## src/rtl/muldiv_sequencer_if.sv

```systemverilog
// muldiv_sequencer_if: request, operand and result bundle between EX and the multiply/divide sequencer.
interface muldiv_sequencer_if #(
  parameter int WIDTH = 32
);
  logic             start;
  logic             flush;
  logic [2:0]       funct3;
  logic [WIDTH-1:0] a;
  logic [WIDTH-1:0] b;
  logic             stall;
  logic             busy;
  logic             done;
  logic [WIDTH-1:0] result;
  modport master (output start, flush, funct3, a, b, input stall, busy, done, result);
  modport slave (input start, flush, funct3, a, b, output stall, busy, done, result);
endinterface

```

## src/rtl/muldiv_sequencer.sv

```systemverilog
// muldiv_sequencer: RV32M radix-2 shift-add multiplier / restoring divider, one op at a time.
// Define MULDIV_DIV_EN to build the divider; without it divide ops complete at once with result 0.
module muldiv_sequencer #(
  parameter int WIDTH = 32
) (
  input logic clk,
  input logic reset,
  muldiv_sequencer_if.slave bus
);
  localparam logic [1:0] IDLE = 2'd0;
  localparam logic [1:0] CALC = 2'd1;
  localparam logic [1:0] FIX  = 2'd2;
  localparam logic [1:0] DONE = 2'd3;
  localparam int CW = $clog2(WIDTH + 1);
  logic [1:0]         state_q, state_d;
  logic [2:0]         op_q, op_d;
  logic [2*WIDTH-1:0] acc_q, acc_d;
  logic [WIDTH-1:0]   dsr_q, dsr_d;
  logic [WIDTH-1:0]   res_q, res_d;
  logic               neg_q, neg_d;
  logic [CW-1:0]      cnt_q, cnt_d;
  logic               sgn_a, sgn_b, special, accept, busy;
  logic [WIDTH-1:0]   mag_a, mag_b, res_special, res_fix, mul_res;
  logic [WIDTH:0]     mul_sum;
  logic [2*WIDTH-1:0] mul_step, prod, step;
  assign sgn_b = bus.funct3[2] ? ~bus.funct3[0] : ~bus.funct3[1];
  assign sgn_a = sgn_b | (bus.funct3 == 3'b010);
  assign mag_a = (sgn_a && bus.a[WIDTH-1]) ? -bus.a : bus.a;
  assign mag_b = (sgn_b && bus.b[WIDTH-1]) ? -bus.b : bus.b;
  assign accept = (state_q == IDLE) && bus.start && !bus.flush;
  // Accumulator holds {partial product, multiplier bits not yet consumed}
  assign mul_sum = {1'b0, acc_q[2*WIDTH-1:WIDTH]} + (acc_q[0] ? {1'b0, dsr_q} : '0);
  assign mul_step = {mul_sum, acc_q[WIDTH-1:1]};
  assign prod = neg_q ? -acc_q : acc_q;
  assign mul_res = (op_q[1:0] == 2'b00) ? prod[WIDTH-1:0] : prod[2*WIDTH-1:WIDTH];
`ifdef MULDIV_DIV_EN
  logic               nega_q;
  logic [WIDTH:0]     rem_sh, diff;
  logic [2*WIDTH-1:0] div_step;
  logic [WIDTH-1:0]   quo, rem;
  // Restoring step: {remainder, dividend->quotient} shifts left one bit per cycle
  assign rem_sh = {acc_q[2*WIDTH-1:WIDTH], acc_q[WIDTH-1]};
  assign diff = rem_sh - {1'b0, dsr_q};
  assign div_step = {diff[WIDTH] ? rem_sh[WIDTH-1:0] : diff[WIDTH-1:0], acc_q[WIDTH-2:0], ~diff[WIDTH]};
  assign quo = neg_q ? -acc_q[WIDTH-1:0] : acc_q[WIDTH-1:0];
  assign rem = nega_q ? -acc_q[2*WIDTH-1:WIDTH] : acc_q[2*WIDTH-1:WIDTH];
  assign step = op_q[2] ? div_step : mul_step;
  assign res_fix = op_q[2] ? (op_q[1] ? rem : quo) : mul_res;
  assign special = bus.funct3[2] && (bus.b == '0 ||
                   (bus.a == {1'b1, {(WIDTH-1){1'b0}}} && (&bus.b) && !bus.funct3[0]));
  assign res_special = (bus.b == '0) ? (bus.funct3[1] ? bus.a : '1) : (bus.funct3[1] ? '0 : bus.a);
  always_ff @(posedge clk)
    nega_q <= reset ? 1'b0 : (accept ? (sgn_a & bus.a[WIDTH-1]) : nega_q);
`else
  assign step = mul_step;
  assign res_fix = op_q[2] ? '0 : mul_res;
  assign special = bus.funct3[2];
  assign res_special = '0;
`endif
  always_comb begin
    state_d = state_q;
    op_d    = op_q;
    acc_d   = acc_q;
    dsr_d   = dsr_q;
    res_d   = res_q;
    neg_d   = neg_q;
    cnt_d   = cnt_q;
    if (bus.flush) state_d = IDLE;
    else if (accept) begin
      op_d    = bus.funct3;
      acc_d   = {{WIDTH{1'b0}}, mag_a};
      dsr_d   = mag_b;
      neg_d   = (sgn_a & bus.a[WIDTH-1]) ^ (sgn_b & bus.b[WIDTH-1]);
      cnt_d   = '0;
      res_d   = res_special;
      state_d = special ? DONE : CALC;
    end else if (state_q == CALC) begin
      acc_d   = step;
      cnt_d   = cnt_q + CW'(1);
      state_d = (cnt_q == CW'(WIDTH - 1)) ? FIX : CALC;
    end else if (state_q == FIX) begin
      res_d   = res_fix;
      state_d = DONE;
    end else if (state_q == DONE) state_d = IDLE;
  end
  always_ff @(posedge clk) begin
    if (reset) begin
      state_q <= IDLE;
      op_q    <= '0;
      acc_q   <= '0;
      dsr_q   <= '0;
      res_q   <= '0;
      neg_q   <= 1'b0;
      cnt_q   <= '0;
    end else begin
      state_q <= state_d;
      op_q    <= op_d;
      acc_q   <= acc_d;
      dsr_q   <= dsr_d;
      res_q   <= res_d;
      neg_q   <= neg_d;
      cnt_q   <= cnt_d;
    end
  end
  assign busy = (state_q == CALC) || (state_q == FIX);
  assign bus.busy = busy;
  assign bus.stall = accept || busy;
  assign bus.done = (state_q == DONE);
  assign bus.result = (state_q == DONE) ? res_q : '0;
endmodule
```

## src/flat_wrapper.sv

```systemverilog
// flat-port wrapper written by rule: the top's interface ports become plain ports
module muldiv_sequencer_flat 
#(
  parameter int WIDTH = 32
)
  (clk, reset, bus_start, bus_flush, bus_funct3, bus_a, bus_b, bus_stall, bus_busy, bus_done, bus_result);
  muldiv_sequencer_if #(.WIDTH(WIDTH)) bus_i ();
  input logic clk;
  input logic reset;
  input wire logic [$bits(bus_i.start)-1:0] bus_start;
  input wire logic [$bits(bus_i.flush)-1:0] bus_flush;
  input wire logic [$bits(bus_i.funct3)-1:0] bus_funct3;
  input wire logic [$bits(bus_i.a)-1:0] bus_a;
  input wire logic [$bits(bus_i.b)-1:0] bus_b;
  output wire logic [$bits(bus_i.stall)-1:0] bus_stall;
  output wire logic [$bits(bus_i.busy)-1:0] bus_busy;
  output wire logic [$bits(bus_i.done)-1:0] bus_done;
  output wire logic [$bits(bus_i.result)-1:0] bus_result;
  assign bus_i.start = bus_start;
  assign bus_i.flush = bus_flush;
  assign bus_i.funct3 = bus_funct3;
  assign bus_i.a = bus_a;
  assign bus_i.b = bus_b;
  assign bus_stall = bus_i.stall;
  assign bus_busy = bus_i.busy;
  assign bus_done = bus_i.done;
  assign bus_result = bus_i.result;
  muldiv_sequencer #(.WIDTH(WIDTH)) u_core (.clk(clk), .reset(reset), .bus(bus_i));
endmodule
```

## config.mk

```make
export PLATFORM = sky130hd
export DESIGN_NAME = muldiv_sequencer_flat
export DESIGN_NICKNAME = d
export VERILOG_FILES = /design/src/rtl/muldiv_sequencer_if.sv /design/src/rtl/muldiv_sequencer.sv /design/src/flat_wrapper.sv
export SDC_FILE = /design/constraint.sdc
export NUM_CORES = 1
export LEC_CHECK = 0
export CAP_MARGIN = 25
export CORE_MARGIN = 2
export CORE_UTILIZATION = 30
export DETAILED_ROUTE_END_ITERATION = 7
export PLACE_DENSITY_LB_ADDON = 0.3
export SLEW_MARGIN = 10
export SYNTH_ARGS = -nofsm -noshare
export SYNTH_HDL_FRONTEND = slang
export SYNTH_SLANG_ARGS = --single-unit
```

## constraint.sdc

```tcl
create_clock -name clk -period 2.92 [get_ports clk]
set_clock_uncertainty 0.1 [all_clocks]
set_input_delay 0.584 -clock clk [delete_from_list [all_inputs] [get_ports clk]]
set_output_delay 0.584 -clock clk [all_outputs]
set_load 0.1 [all_outputs]
```

Word level (Yosys, flattened, before mapping)

Cells that the tools add are included.

Add/subtract/negate cells: 5
Equal/unequal tests: 6
Multiplexer cells: 21
Bitwise logic cells: 7
Reductions and logical operators: 16

Operators with widths:

| cell                                                                     | count |
|---|---|
| 32-bit two-way mux                                                       | 9 |
| 64-bit two-way mux                                                       | 3 |
| 32-bit negator                                                           | 2 |
| 64-bit negator                                                           | 1 |
| 32-bit by 33-bit adder with 33-bit output                                | 1 |
| 2-bit two-way mux                                                        | 6 |
| 6-bit two-way mux                                                        | 2 |
| 6-bit by 1-bit adder with 6-bit output (second input constant)           | 1 |
| 6-bit by 5-bit == test with 1-bit output (second input constant)         | 1 |
| 2-bit == test (second input constant)                                    | 2 |
| 1-bit logical AND                                                        | 4 |
| 2-bit logical NOT                                                        | 2 |
| 2-bit AND reduction                                                      | 2 |
| 2-bit nonzero test                                                       | 2 |
| 4-bit nonzero test                                                       | 1 |
| 3-bit by 2-bit == test with 1-bit output (second input constant)         | 1 |
| 1-bit inverter                                                           | 3 |
| 3-bit AND reduction                                                      | 1 |
| 1-bit AND                                                                | 2 |
| 2-bit by 1-bit == test with 1-bit output (second input constant)         | 1 |
| 1-bit logical OR                                                         | 2 |
| 2-bit by 1-bit inequality test with 1-bit output (second input constant) | 1 |
| 2-bit OR reduction                                                       | 1 |
| 1-bit logical NOT                                                        | 1 |
| 3 further kinds                                                          | 3 |

Register bits: 140
Input bits: 71
Output and inout port bits: 35
Logic and storage cells: 62

Depth between registers and ports, before layout

Gate-level depths: netlist (run 1).

Word-level depth: 7
Depth in mapped cells: 12

Worst setup path before layout (run 1)

No wires, ideal clock.

Kind: input-to-reg
Start: input port bus_a[1]
End: register u_core.acc_q[30]
Library setup time: 128 ps
Data arrival time: 2819 ps
Path slack: -127 ps
Cell stages on the path: 9
Path buffers: 0
Cells stage by stage: inv_1 > ha_1 > or4b_2 > or4_1 > o21ai_0 > o21ai_0 > xor2_1 > a222oi_1 > nor2_1

Longest elaborated chain between the ends: 3

Ends and longest elaborated chain:

| item                 | line                   | RTL |
|---|---|---|
| from (decl)          | flat_wrapper.sv:13     | `input wire logic [$bits(bus_i.a)-1:0] bus_a;` |
| 32-bit negator       | muldiv_sequencer.sv:28 | `assign mag_a = (sgn_a && bus.a[WIDTH-1]) ? -bus.a : bus.a;` |
| 32-bit two-way mux   | muldiv_sequencer.sv:28 |  |
| 64-bit two-way mux   | muldiv_sequencer.sv:69 | `else if (accept) begin` |
| to (signal assigned) | muldiv_sequencer.sv:90 | `acc_q <= '0;` |
| to (signal assigned) | muldiv_sequencer.sv:98 | `acc_q <= acc_d;` |
| to (decl)            | muldiv_sequencer.sv:17 | `logic [2*WIDTH-1:0] acc_q, acc_d;` |

Every way passes these cells.
A chain may end at the register's enable or synchronous reset.

Worst setup path in the final report (run 1)

Start: register u_core.acc_q[24]
End: register u_core.res_q[23]

Longest elaborated chain between the ends: 7

Ends and longest elaborated chain:

| item                 | line                    | RTL |
|---|---|---|
| 64-bit negator       | muldiv_sequencer.sv:34  | `assign prod = neg_q ? -acc_q : acc_q;` |
| 64-bit two-way mux   | muldiv_sequencer.sv:34  |  |
| 32-bit two-way mux   | muldiv_sequencer.sv:35  | `assign mul_res = (op_q[1:0] == 2'b00) ? prod[WIDTH-1:0] : prod[2*WIDTH-1:WIDTH];` |
| 32-bit two-way mux   | muldiv_sequencer.sv:56  | `assign res_fix = op_q[2] ? '0 : mul_res;` |
| 32-bit two-way mux   | muldiv_sequencer.sv:81  | `end else if (state_q == FIX) begin` |
| 32-bit two-way mux   | muldiv_sequencer.sv:77  | `end else if (state_q == CALC) begin` |
| 32-bit two-way mux   | muldiv_sequencer.sv:69  |  |
| to (signal assigned) | muldiv_sequencer.sv:100 | `res_q <= res_d;` |
| to (decl)            | muldiv_sequencer.sv:19  | `logic [WIDTH-1:0] res_q, res_d;` |

Every way passes these cells. The select of a mux whose other input is x is not followed.

==> results.json, run 1 <==
{
  "core_um2": 33400,
  "area_delta_synth_final_pct": 39.5,
  "clock_latency_ns": 0.43,
  "cts_buffers": 17,
  "drive_gt1_share_pct": 20.7,
  "ant_nets": 0,
  "critPathArrivalTime_ns": 3.05,
  "drv_cap": 0,
  "synth_area_leaders": "dfxtp_1 (28%), xor2_1 (6.0%), nor2_1 (5.5%), o21ai_0 (5.0%), xnor2_1 (5.0%)",
  "pre_cts_slack_ns": -0.449,
  "maxSlewHeadroom_pct": 55.1,
  "grt_pass1_wl_um": 52600,
  "viasPerCell": 5.31,
  "worstSetupStartpointType": "flip-flop",
  "rsz0062_at_grt": "yes",
  "nets": 1647,
  "setup_tns_ns": 0,
  "clk_path_buf_depth": 2,
  "syn_area_um2": 10100,
  "diodes": 0,
  "ir_drop_mv": 0.436,
  "status": "complete, no violations",
  "syn-num-nets": 1432,
  "synth.distinct_cells": 73,
  "startpoint": "u_core.acc_q[24]",
  "p_leak_uw": 0.00551,
  "cts_tree": "done",
  "io_pins": 106,
  "die_y_um": 188,
  "overflow": 0,
  "syn_area_per_cell_um2": 7.66,
  "powerDensity_nw_per_um2": 392,
  "antenna_found_initial": 1,
  "period_share_pct": 97.6,
  "finalCriticalPeriod_ns": 2.85,
  "syn-instance-count": 1320,
  "finalPower_uw": 5530,
  "cts.htree.levels": 4,
  "ys_ff_latch": 140,
  "synth-async-reset-ratio_pct": 0,
  "clk_pin_slew_ns": 0.07,
  "gp_routability_congestion": 0.884,
  "r2r_start": "u_core.acc_q[24]",
  "yosysWarningCount": 0,
  "final-setup-viol-count": 0,
  "synth_top_cell_area_share_pct": 27.7,
  "die_w_um": 188,
  "vias": 10600,
  "yosysTopAreaCell": "dfxtp_1",
  "grt_pass1_vias": 9935,
  "worst_setup_path_end_kind": "flip-flop",
  "rrSetupSlack_ns": 0.07,
  "synth_edf_count": 0,
  "cts-root-buf": "clkbuf_16",
  "port-buffer-count": 105,
  "clock.fmax_mhz": 351,
  "hpwl_um": 25400,
  "tightest_slew_ns": 0.671,
  "slew_violations": 0,
  "post_drt_wl_per_cell_um": 16.5,
  "fin_util_pct": 42.3,
  "hold_viol": 0,
  "path_class": "flip-flop to flip-flop",
  "rows": 67,
  "drt_iter0_drc": 836,
  "post-route-drc-count": 0,
  "grt_start_max_net_pins": 95,
  "grtUsageTotal_pct": 18.3,
  "drt_wl_total_um": 32900,
  "yosysSeqAreaShare_pct": 27.7,
  "holdWs_ns": 0.353,
  "hp-class": "flip-flop to flip-flop",
  "cp.required_ns": 3.12,
  "min_from": "u_core.dsr_q[24]",
  "cts.sink_count": 140,
  "synthFlopType": "dfxtp_1",
  "cp_max_fo": 7,
  "die-area_um2": 35200,
  "start_util_pct": 30.3,
  "layout_setup_ws_ns": 0.0694,
  "drt-pass1-iter-count": 5
}
path summary, 6_finish.rpt:
check / depth (start not counted) / endpoint
hold reg to reg: 2 / u_core.dsr_q[24]
setup / recovery: 7 / u_core.res_q[23]
setup reg to reg: 7 / u_core.res_q[23]
hold / removal: 2 / u_core.dsr_q[24]
state kept, by name, indices dropped and copies added (netlist names):
signal,flops
u_core.res_q,32
u_core.neg_q,1
u_core.cnt_q,6
u_core.state_q,2
u_core.dsr_q,32
u_core.op_q,3
u_core.acc_q,64
metrics by stage:
step / cells / cell area, um^2
after floorplan: 1320 / 10100
after global placement: 1959 / 13100
after detailed placement: 1959 / 13100
after CTS: 1992 / 13800
after global routing: 1996 / 14100
final: 1996 / 14100
timing repair:
| action | in CTS | in global routing |
|---|---|---|
| pin swaps | 3 | 23 |
| buffers inserted | 1 | 4 |
| resized for setup | 19 | 56 |
| hold buffers | 0 | 0 |
| endpoints found under the setup margin | 21 | 37 |
cells in the mapped netlist (4+ instances only):
cell type  number
nand3b_1        4
or2_2          11
o21bai_1        5
buf_1           8
nor4_1         13
or3_1          21
a311oi_1        4
a221oi_1        4
o21ai_1         7
o22ai_1         4
nor3_1         41
dfxtp_1       140
a21o_1         12
a222oi_1       30
or4_1           8
and2_1         68
mux2i_1        11
nor2_1        149
o211ai_1        9
o41ai_1        12
xnor2_1        58
ha_1           40
clkbuf_1       73
and3_1          6
nand4b_1        6
inv_1          20
a22oi_1        30
o21ai_0       102
nand2b_1        8
nand2_1       119
a211oi_1       36
a21oi_1        73
nand3_1        15
xor2_1         69
nand4_1        10
o31ai_1        27
a31oi_1         7
placed cells by master (no fill, tap or decap), types with 8 or more instances in the layout:
master	instances
or2_2	10
dfxtp_1	138
a21oi_1	67
o211ai_1	9
nand4_1	10
inv_1	19
a211oi_1	32
nor3_1	40
nand2_1	118
a222oi_1	30
and2_1	66
nand3_1	15
mux2i_1	11
buf_12	39
clkbuf_16	17
or3_1	20
ha_1	30
o21ai_0	91
nor4_1	9
nor2_1	147
nand2b_1	8
a22oi_1	30
clkdlybuf4s50_1	66
a21o_1	12
xnor2_1	58
o31ai_1	25
o21ai_1	14
xor2_1	69
buf_4	170
per-layer routing:
metal	part of all wire [%]	GRT usage [%]
met1	48	25.5
met2	45	28.9
met3	5.0	3.09
met4	1.8	5.69
met5	0	0
worst max-delay path, cell delays in order, from the launching register on:
cell	delay, ns
dfxtp_1	0.31
or4_4	0.53
or4_4	0.58
or3_4	0.38
or2_4	0.30
o41ai_4	0.22
xor2_1	0.20
o21ai_1	0.08
cells by family (layout without fill, tap and decap cells):
group                    Yosys count  in the layout  synth area share [%]
buffers and inverters            105            333                  4.07
AO/OA/AOI/OAI                    400            400                  26.8
XOR/XNOR                         127            127                  11.0
flip-flops                       140            140                  27.7
AND/OR/NAND/NOR                  494            494                  24.0
multiplexers                      13             13                  1.31
adder cells (fa/ha/maj)           41             41                  5.15
report_power, final:
| group | switching [uW] | internal [uW] | total (uW) |
|---|---|---|---|
| Sequential | 48.4 | 1980 | 2030 |
| Combinational | 712 | 577 | 1290 |
| Clock | 934 | 1280 | 2210 |
cell type report:
class	count	area [um^2]
fill	3388	19300
multi-input combinational	1075	7290
clock inverter	14	161
inverter	20	75.1
clock buffer	18	429
sequential	140	2810
tap	448	561
timing repair buffer	281	2780
No activity file was read; power rests on OpenSTA's default activity.
==> run 2: changes to the inputs <==
--- a/config.mk
+++ b/config.mk
@@ -8,6 +8,7 @@
 export CAP_MARGIN = 25
 export CORE_MARGIN = 2
 export CORE_UTILIZATION = 30
+export CTS_CLUSTER_SIZE = 14
 export DETAILED_ROUTE_END_ITERATION = 7
 export PLACE_DENSITY_LB_ADDON = 0.3
 export SLEW_MARGIN = 10
==> results of run 2 <==
No change in the layout: final DEF, timing and power equal those of run 1.
